--- config.mk ---
export PLATFORM = sky130hd
export DESIGN_NAME = ptw_pte_fetch_master
export DESIGN_NICKNAME = d
export VERILOG_FILES = /design/src/rtl/ptw_pte_fetch_master.sv
export SDC_FILE = /design/constraint.sdc
export NUM_CORES = 1
export LEC_CHECK = 0
export BUFFER_PORTS_ARGS = -buffer_cell sky130_fd_sc_hd__buf_2
export CAP_MARGIN = 20
export CELL_PAD_IN_SITES_DETAIL_PLACEMENT = 0
export CELL_PAD_IN_SITES_GLOBAL_PLACEMENT = 2
export CORE_ASPECT_RATIO = 1.25
export CORE_MARGIN = 3
export CORE_UTILIZATION = 25
export DETAILED_ROUTE_END_ITERATION = 8
export PLACE_DENSITY = 0.87
export SYNTH_ARGS = -nofsm -noshare
export SYNTH_HDL_FRONTEND = slang
export SYNTH_SLANG_ARGS = --single-unit
--- constraint.sdc ---
create_clock -name CLK -period 3.3 [get_ports CLK]
set_input_delay 0.33 -clock CLK [delete_from_list [all_inputs] [get_ports CLK]]
set_output_delay 0.33 -clock CLK [all_outputs]
set_load 0.01 [all_outputs]
--- src/rtl/ptw_pte_fetch_master.sv ---
// Single-outstanding AXI4 read master returning 64-bit PTEs to a TLB walker.
// Optional single-entry last-PTE cache enabled by defining PTW_LAST_PTE_CACHE_EN.
module ptw_pte_fetch_master #(
   parameter int unsigned          ADDR_WIDTH = 64,
   parameter int unsigned          DATA_WIDTH = 64,
   parameter int unsigned          ID_WIDTH   = 4,
   parameter logic [ID_WIDTH-1:0]  AXI_ID     = '0
) (
   input  logic                  CLK,
   input  logic                  RST,
   input  logic                  ADDR_IN_VALID,
   input  logic [ADDR_WIDTH-1:0] ADDR_IN,
   output logic                  DATA_OUT_VALID,
   output logic [DATA_WIDTH-1:0] DATA_OUT,
   output logic                  ACCESS_ERR,
   output logic                  BUSY,
   output logic                  REQ_OVERRUN,
   input  logic                  TLB_FLUSH,
   output logic                  M_ARVALID,
   input  logic                  M_ARREADY,
   output logic [ADDR_WIDTH-1:0] M_ARADDR,
   output logic [ID_WIDTH-1:0]   M_ARID,
   output logic [7:0]            M_ARLEN,
   output logic [2:0]            M_ARSIZE,
   output logic [1:0]            M_ARBURST,
   input  logic                  M_RVALID,
   output logic                  M_RREADY,
   input  logic [DATA_WIDTH-1:0] M_RDATA,
   input  logic [1:0]            M_RRESP,
   input  logic                  M_RLAST
);

   typedef enum logic [1:0] {S_IDLE, S_AR, S_R, S_RESP} state_t;

   state_t                state, state_nxt;
   logic                  arvalid_nxt, rready_nxt, dov_nxt, err_nxt, busy_nxt, overrun_nxt;
   logic [ADDR_WIDTH-1:0] araddr_nxt, req_addr;
   logic [DATA_WIDTH-1:0] data_nxt, cache_pte;
   logic                  cache_hit;

   assign M_ARID    = AXI_ID;
   assign M_ARLEN   = 8'd0;
   assign M_ARSIZE  = 3'b011;
   assign M_ARBURST = 2'b01;

   // PTEs are 8-byte aligned
   assign req_addr = ADDR_IN & ~ADDR_WIDTH'(7);

`ifdef PTW_LAST_PTE_CACHE_EN
   logic                  cache_vld, cache_fill;
   logic [ADDR_WIDTH-1:0] cache_addr;

   assign cache_hit  = cache_vld && !TLB_FLUSH && (req_addr == cache_addr);
   assign cache_fill = (state == S_R) && M_RVALID && (M_RRESP == 2'b00) && M_RLAST;

   // Flush wins over a coincident fill so a possibly stale PTE is never kept
   always_ff @(posedge CLK) begin
      if (RST) begin
         cache_vld  <= 1'b0;
         cache_addr <= '0;
         cache_pte  <= '0;
      end else if (TLB_FLUSH) begin
         cache_vld  <= 1'b0;
      end else if (cache_fill) begin
         cache_vld  <= 1'b1;
         cache_addr <= M_ARADDR;
         cache_pte  <= M_RDATA;
      end
   end
`else
   logic unused_flush;

   assign unused_flush = TLB_FLUSH;
   assign cache_hit    = 1'b0;
   assign cache_pte    = '0;
`endif

   // Next-state and next-output logic
   always_comb begin
      state_nxt   = state;
      arvalid_nxt = M_ARVALID;
      araddr_nxt  = M_ARADDR;
      rready_nxt  = M_RREADY;
      dov_nxt     = 1'b0;
      err_nxt     = 1'b0;
      data_nxt    = DATA_OUT;
      overrun_nxt = REQ_OVERRUN | (ADDR_IN_VALID && (state != S_IDLE));

      case (state)
         S_IDLE: begin
            if (ADDR_IN_VALID) begin
               if (cache_hit) begin
                  state_nxt = S_RESP;
                  dov_nxt   = 1'b1;
                  data_nxt  = cache_pte;
               end else begin
                  state_nxt   = S_AR;
                  arvalid_nxt = 1'b1;
                  araddr_nxt  = req_addr;
               end
            end
         end
         S_AR: begin
            if (M_ARREADY) begin
               state_nxt   = S_R;
               arvalid_nxt = 1'b0;
               rready_nxt  = 1'b1;
            end
         end
         S_R: begin
            if (M_RVALID) begin
               state_nxt  = S_RESP;
               rready_nxt = 1'b0;
               dov_nxt    = 1'b1;
               // Errored beats return an invalid PTE so the walker faults
               data_nxt   = (M_RRESP == 2'b00) ? M_RDATA : '0;
               err_nxt    = (M_RRESP != 2'b00) || !M_RLAST;
            end
         end
         S_RESP: begin
            state_nxt = S_IDLE;
         end
         default: state_nxt = S_IDLE;
      endcase

      busy_nxt = (state_nxt != S_IDLE);
   end

   // State and registered outputs
   always_ff @(posedge CLK) begin
      if (RST) begin
         state          <= S_IDLE;
         M_ARVALID      <= 1'b0;
         M_ARADDR       <= '0;
         M_RREADY       <= 1'b0;
         DATA_OUT_VALID <= 1'b0;
         DATA_OUT       <= '0;
         ACCESS_ERR     <= 1'b0;
         BUSY           <= 1'b0;
         REQ_OVERRUN    <= 1'b0;
      end else begin
         state          <= state_nxt;
         M_ARVALID      <= arvalid_nxt;
         M_ARADDR       <= araddr_nxt;
         M_RREADY       <= rready_nxt;
         DATA_OUT_VALID <= dov_nxt;
         DATA_OUT       <= data_nxt;
         ACCESS_ERR     <= err_nxt;
         BUSY           <= busy_nxt;
         REQ_OVERRUN    <= overrun_nxt;
      end
   end

endmodule

==> impl_metrics.json, run 1 <==
{
  "regArea_um2": 2663,
  "worst_pin_slew_ns": 0.7831,
  "hpwl_um": 10340,
  "hold_class": "input port to flop",
  "setup_viol": 0,
  "critPathLaunchType": "flop",
  "cts.sinks": 133,
  "reg2reg_from": "state[1]$_SDFF_PP0_",
  "routed-via-count": 4742,
  "cts_tree": "done",
  "n_fill_cell": 2206,
  "finClkSkew_ns": 0.004952,
  "arrival_ns": 2.18,
  "overflow": 0,
  "vias_per_cell": 4.200,
  "use_met3_pct": 5.166,
  "antenna_found_initial": 1,
  "post_cts.repair.setup_buffers": 0,
  "cts.path.max_buffers": 2,
  "synth.distinct_cells": 27,
  "synthCells": 607,
  "multi_input_area_um2": 2062,
  "drive_above_1_share_pct": 35.78,
  "grt_busiest_layer": "met2",
  "start_util_pct": 25.57,
  "drv_slew": 0,
  "rsz0062_at_grt": "false",
  "p_leak_uw": 0.003238,
  "ys_seq_elements": 133,
  "p_total_uw": 4197,
  "io_pins": 288,
  "syn-cell-area_um2": 5159,
  "critPathCaptureType": "flop",
  "drt_iter0_markers": 229,
  "place_area_um2": 6469,
  "grt_pass1_wl_um": 23570,
  "hold_viol": 0,
  "required_ns": 3.62,
  "crit_path_end": "DATA_OUT[45]$_SDFFE_PP0P_",
  "worstSetupStartpoint": "state[1]$_SDFF_PP0_",
  "root_buffer": "clkbuf_16",
  "clkTransAtPathRegs_ns": 0.06,
  "clk_latency_ns": 0.41,
  "max_freq_ghz": 0.5401,
  "yosysWarnings": 0,
  "syn_area_per_cell_um2": 8.499,
  "grt_pass1_vias": 4528,
  "rows": 58,
  "cap_violations": 0,
  "peakVddDrop_mv": 0.3118,
  "grtUsageMet2_pct": 21.60,
  "run_status": "finished clean",
  "ys_seq_area_share_pct": 51.61,
  "wl_per_cell_um": 13.23,
  "crit_type": "flop to flop",
  "finalSetupTns_ns": 0,
  "fp.dieW_um": 134.5,
  "use_met1_pct": 15.30,
  "dieArea_um2": 22410,
  "fin_crit_sh_pct": 56.11,
  "htreeDepth": 4,
  "grt_max_degree": 64,
  "r2r_slack_ns": 1.45,
  "fin_nets": 983,
  "cp_max_fo": 46,
  "rr_endpoint": "DATA_OUT[45]$_SDFFE_PP0P_",
  "hold_start": "M_RLAST",
  "drc": 0,
  "min_period_ns": 1.851,
  "grt_usage_pct": 13.09,
  "postLayoutCellArea_um2": 7117,
  "area_growth_pct": 37.96,
  "firstDrtPassIters": 4,
  "cts_resized": 0,
  "slew_headroom_pct": 47.74,
  "ant_nets": 0,
  "gp_congestion": 0.7333,
  "numPortBuffers": 263,
  "worst-r2r-cell-count": 4,
  "dieHeight_um": 166.6,
  "cts_hold_repair.buffers": 0,
  "core_area_um2": 20170,
  "pwr_density_cell_nw_per_um2": 589.7,
  "cts_buffers": 17,
  "postRouteWirelength_um": 14940
}
-- kinds of logic after synthesis --
group	share of synthesized area [%]
AOI/OAI and AO/OA	13.39
buffers and inverters	9.799
DFF	51.61
muxes	0.1940
other	0.1456
and+or+nand+nor	24.86
-- metrics by stage --
stage,util (%),setup WS (ns),hold WS (ns),std cells
finish,35.28,1.449,0.1321,1129
CTS,35.26,1.405,0.1088,1128
detailed placement,32.06,1.407,0.4432,1097
global route,35.28,1.204,0.1172,1129
global placement,32.06,1.409,0.4339,1097
floorplan,-,1.983,0.4261,625
-- routing by layer --
layer	share of wire (%)	vias up	wire [um]
met5	0	-	0
met4	1.2	0	180
met3	9.9	10	1476
met2	47	194	7057
met1	42	2100	6223
li1	-	2438	-
-- how the worst min path moves through the flow --
stage                                end  slack (ns)  cells after the start
3_3_place_gp      REQ_OVERRUN$_SDFF_PP0_        0.43                      2
5_1_grt         DATA_OUT[2]$_SDFFE_PP0P_        0.12                      3
6_report           ACCESS_ERR$_SDFF_PP0_        0.13                      2
2_1_floorplan      ACCESS_ERR$_SDFF_PP0_        0.43                      1
3_5_place_dp   M_ARADDR[29]$_SDFFE_PP0P_        0.44                      2
4_1_cts         DATA_OUT[1]$_SDFFE_PP0P_        0.11                      3
-- report_power, final --
group	switching, uW	total (uW)	internal [uW]
clock network	722	2080	1360
registers	36.0	1710	1670
logic	235	404	169
total	992	4200	3200
-- cells in the mapped netlist (all sizes together) --
cell | instances | share of area [%]
clkbuf | 20 | 1.5
nor2b | 1 | 0.12
nand2b | 66 | 8.0
conb | 2 | 0.15
nor3 | 2 | 0.41
nand3 | 64 | 6.2
dfxtp | 133 | 52
or3b | 1 | 0.17
inv | 2 | 0.15
a21oi | 65 | 6.3
nor2 | 3 | 0.22
and2b | 1 | 0.17
o211ai | 1 | 0.15
buf | 50 | 8.2
mux2i | 1 | 0.19
a211oi | 2 | 0.29
nor3b | 1 | 0.36
o21ai | 65 | 6.3
and3b | 1 | 0.17
o32ai | 2 | 0.34
nand2 | 124 | 9.0
-- critical path: stages (launching register included) --
cell	delay, ns
dfxtp_1	0.54
and3b_4	0.62
buf_4	0.38
nand3_1	0.12
o21ai_0	0.09
-- layout by cell type (no fill, tap or decap), drive strengths merged, types with 5 or more instances in the layout --
cell    instances
conb           20
nand2         124
dfxtp         133
nand3          64
buf           272
clkinv          5
clkbuf         19
o21ai          65
a21oi          65
nand2b         66
bufinv          5
-- final cells by class --
type,instances,area share (%)
Inverter,2,0.1055
Timing Repair Buffer,272,19.66
Clock buffer,19,6.224
Clock inverter,12,2.848
Multi-Input combinational cell,420,28.97
Sequential cell,133,37.41
Tap cell,270,4.747
Antenna cell,1,0.03516
-- flip-flops by register name, indices dropped and copies added, names as in the netlist --
| signal | cells |
|---|---|
| DATA_OUT | 64 |
| M_ARADDR | 61 |
| state | 2 |
| ACCESS_ERR | 1 |
| BUSY | 1 |
| DATA_OUT_VALID | 1 |
| M_ARVALID | 1 |
| M_RREADY | 1 |
| REQ_OVERRUN | 1 |
Power figures use the tool's default switching activity.
==> inputs of run 2 (changes only) <==
--- a/config.mk
+++ b/config.mk
@@ -11,9 +11,9 @@
 export CELL_PAD_IN_SITES_GLOBAL_PLACEMENT = 2
 export CORE_ASPECT_RATIO = 1.25
 export CORE_MARGIN = 3
-export CORE_UTILIZATION = 25
+export CORE_UTILIZATION = 23
 export DETAILED_ROUTE_END_ITERATION = 8
-export PLACE_DENSITY = 0.87
+export PLACE_DENSITY = 0.81
 export SYNTH_ARGS = -nofsm -noshare
 export SYNTH_HDL_FRONTEND = slang
 export SYNTH_SLANG_ARGS = --single-unit
==> constraint.sdc (replaced) <==
create_clock -name CLK -period 1.8 [get_ports CLK]
set_input_delay 0.18 -clock CLK [delete_from_list [all_inputs] [get_ports CLK]]
set_output_delay 0.18 -clock CLK [all_outputs]
set_load 0.01 [all_outputs]
==> impl_metrics.json, run 2 (same netlist as run 1, synthesis figures left out) <==
{
  "worst-r2r-cell-count": 5,
  "drive_above_1_share_pct": 31.66,
  "vias_per_cell": 4.164,
  "fp.dieW_um": 140.0,
  "htreeDepth": 4,
  "rows": 60,
  "setup_viol": 0,
  "cts.path.max_buffers": 2,
  "cts_tree": "done",
  "wl_per_cell_um": 13.49,
  "p_leak_uw": 0.003732,
  "cap_violations": 0,
  "critPathLaunchType": "flop",
  "fin_nets": 1103,
  "min_period_ns": 1.367,
  "mostFrequentLayoutCells": "buf_2 (262), dfxtp_1 (133), nand2_1 (124)",
  "cp_max_fo": 61,
  "drv_slew": 0,
  "postRouteWirelength_um": 16990,
  "place_area_um2": 6550,
  "cts.sinks": 133,
  "grt_max_degree": 68,
  "cts_resized": 0,
  "postLayoutCellArea_um2": 8334,
  "reg_top3": "DATA_OUT: 64 flops, M_ARADDR: 61 flops, state: 2 flops",
  "dieArea_um2": 24270,
  "start_util_pct": 23.70,
  "largest_reg_flops": 64,
  "gp_congestion": 0.6993,
  "drc": 0,
  "largest-register": "DATA_OUT",
  "finalSetupTns_ns": 0,
  "io_pins": 288,
  "arrival_ns": 1.70,
  "drt_iter0_markers": 208,
  "pwr_density_cell_nw_per_um2": 908.8,
  "root_buffer": "clkbuf_16",
  "routed-via-count": 5243,
  "placedCellCount": 1107,
  "overflow": 0,
  "rsz0062_at_grt": "false",
  "layout_commonest_cell": "buf_2",
  "grt_usage_pct": 13.59,
  "numPortBuffers": 263,
  "grt_pass1_wl_um": 26930,
  "peakVddDrop_mv": 0.6297,
  "hpwl_um": 10970,
  "p_total_uw": 7574,
  "antenna_found_initial": 1,
  "clkTransAtPathRegs_ns": 0.06,
  "critPathCaptureType": "flop",
  "hold_class": "input port to flop",
  "cts_buffers": 17,
  "firstDrtPassIters": 4,
  "run_status": "finished clean",
  "fin_crit_sh_pct": 75.92,
  "required_ns": 2.13,
  "stdcell_count": 1259,
  "grt_pass1_vias": 5279,
  "ant_nets": 0,
  "max_freq_ghz": 0.7318,
  "hold_viol": 0,
  "crit_type": "flop to flop",
  "post_cts.repair.setup_buffers": 0,
  "core_area_um2": 21770,
  "area_growth_pct": 61.56,
  "finClkSkew_ns": 0.01313,
  "cts_hold_repair.buffers": 119,
  "hold-path-cell-count": 3,
  "dieHeight_um": 173.4,
  "clk_latency_ns": 0.41
}
## run 2: cell types whose count changed in the layout (fill, tap and decap cells not counted), moves of 4 or more
cell and delta:
bufinv_16 -4, buf_4 -4, inv_6 +5, dlygate4sd3_1 +119, buf_12 +5
## run 2: final cells by class
type | instances | area (um^2)
repair buffers | 392 | 2660
clock buffers | 19 | 452.9
well taps | 279 | 349.1
flip-flops and latches | 133 | 2663
clock inverters | 13 | 137.6
multi-input cells | 420 | 2062
fillers | 2259 | 13440
inverters | 2 | 7.507
diodes | 1 | 2.502
## run 2: final timing paths
path                            slack [ns]                         to                       from
worst max-delay path                  0.43  M_ARADDR[58]$_SDFFE_PP0P_        state[1]$_SDFF_PP0_
worst min-delay path                  0.02  DATA_OUT[28]$_SDFFE_PP0P_                M_RDATA[28]
worst max register to register        0.43  M_ARADDR[58]$_SDFFE_PP0P_        state[1]$_SDFF_PP0_
worst min register to register        0.45  M_ARADDR[27]$_SDFFE_PP0P_  M_ARADDR[27]$_SDFFE_PP0P_
## run 2: worst max-delay path, cell delays in order, from the launching register on
cell and delay (ns):
dfxtp_1 0.32, buf_4 0.17, nor3b_4 0.23, buf_12 0.29, nand2_1 0.10, a21oi_1 0.15
## run 2: per-stage QoR
step | worst slack (ns) | hold WS, ns | utilization (%)
6_report | 0.4334 | 0.01786 | 38.28
4_1_cts | 0.4496 | 0.0002129 | 38.27
2_1_floorplan | 0.4832 | 0.2761 | -
3_5_place_dp | 0.3830 | 0.3970 | 30.09
5_1_grt | 0.3388 | 0.0001653 | 38.28
3_3_place_gp | 0.3835 | 0.3844 | 30.09
## run 2: routing by layer
layer | routed length (um) | vias to the layer above | track usage (%)
met3 | 1368 | 8 | 4.581
met5 | 0 | - | 0
met1 | 7329 | 2336 | 15.99
met4 | 170 | 0 | 3.473
li1 | - | 2683 | -
met2 | 8118 | 216 | 23.68
## run 2: where the power goes
part	internal [uW]	switching [uW]	total (uW)
clock	2030	1430	3450
combinational	500	493	993
sequential	3070	60.1	3130
total	5590	1980	7570
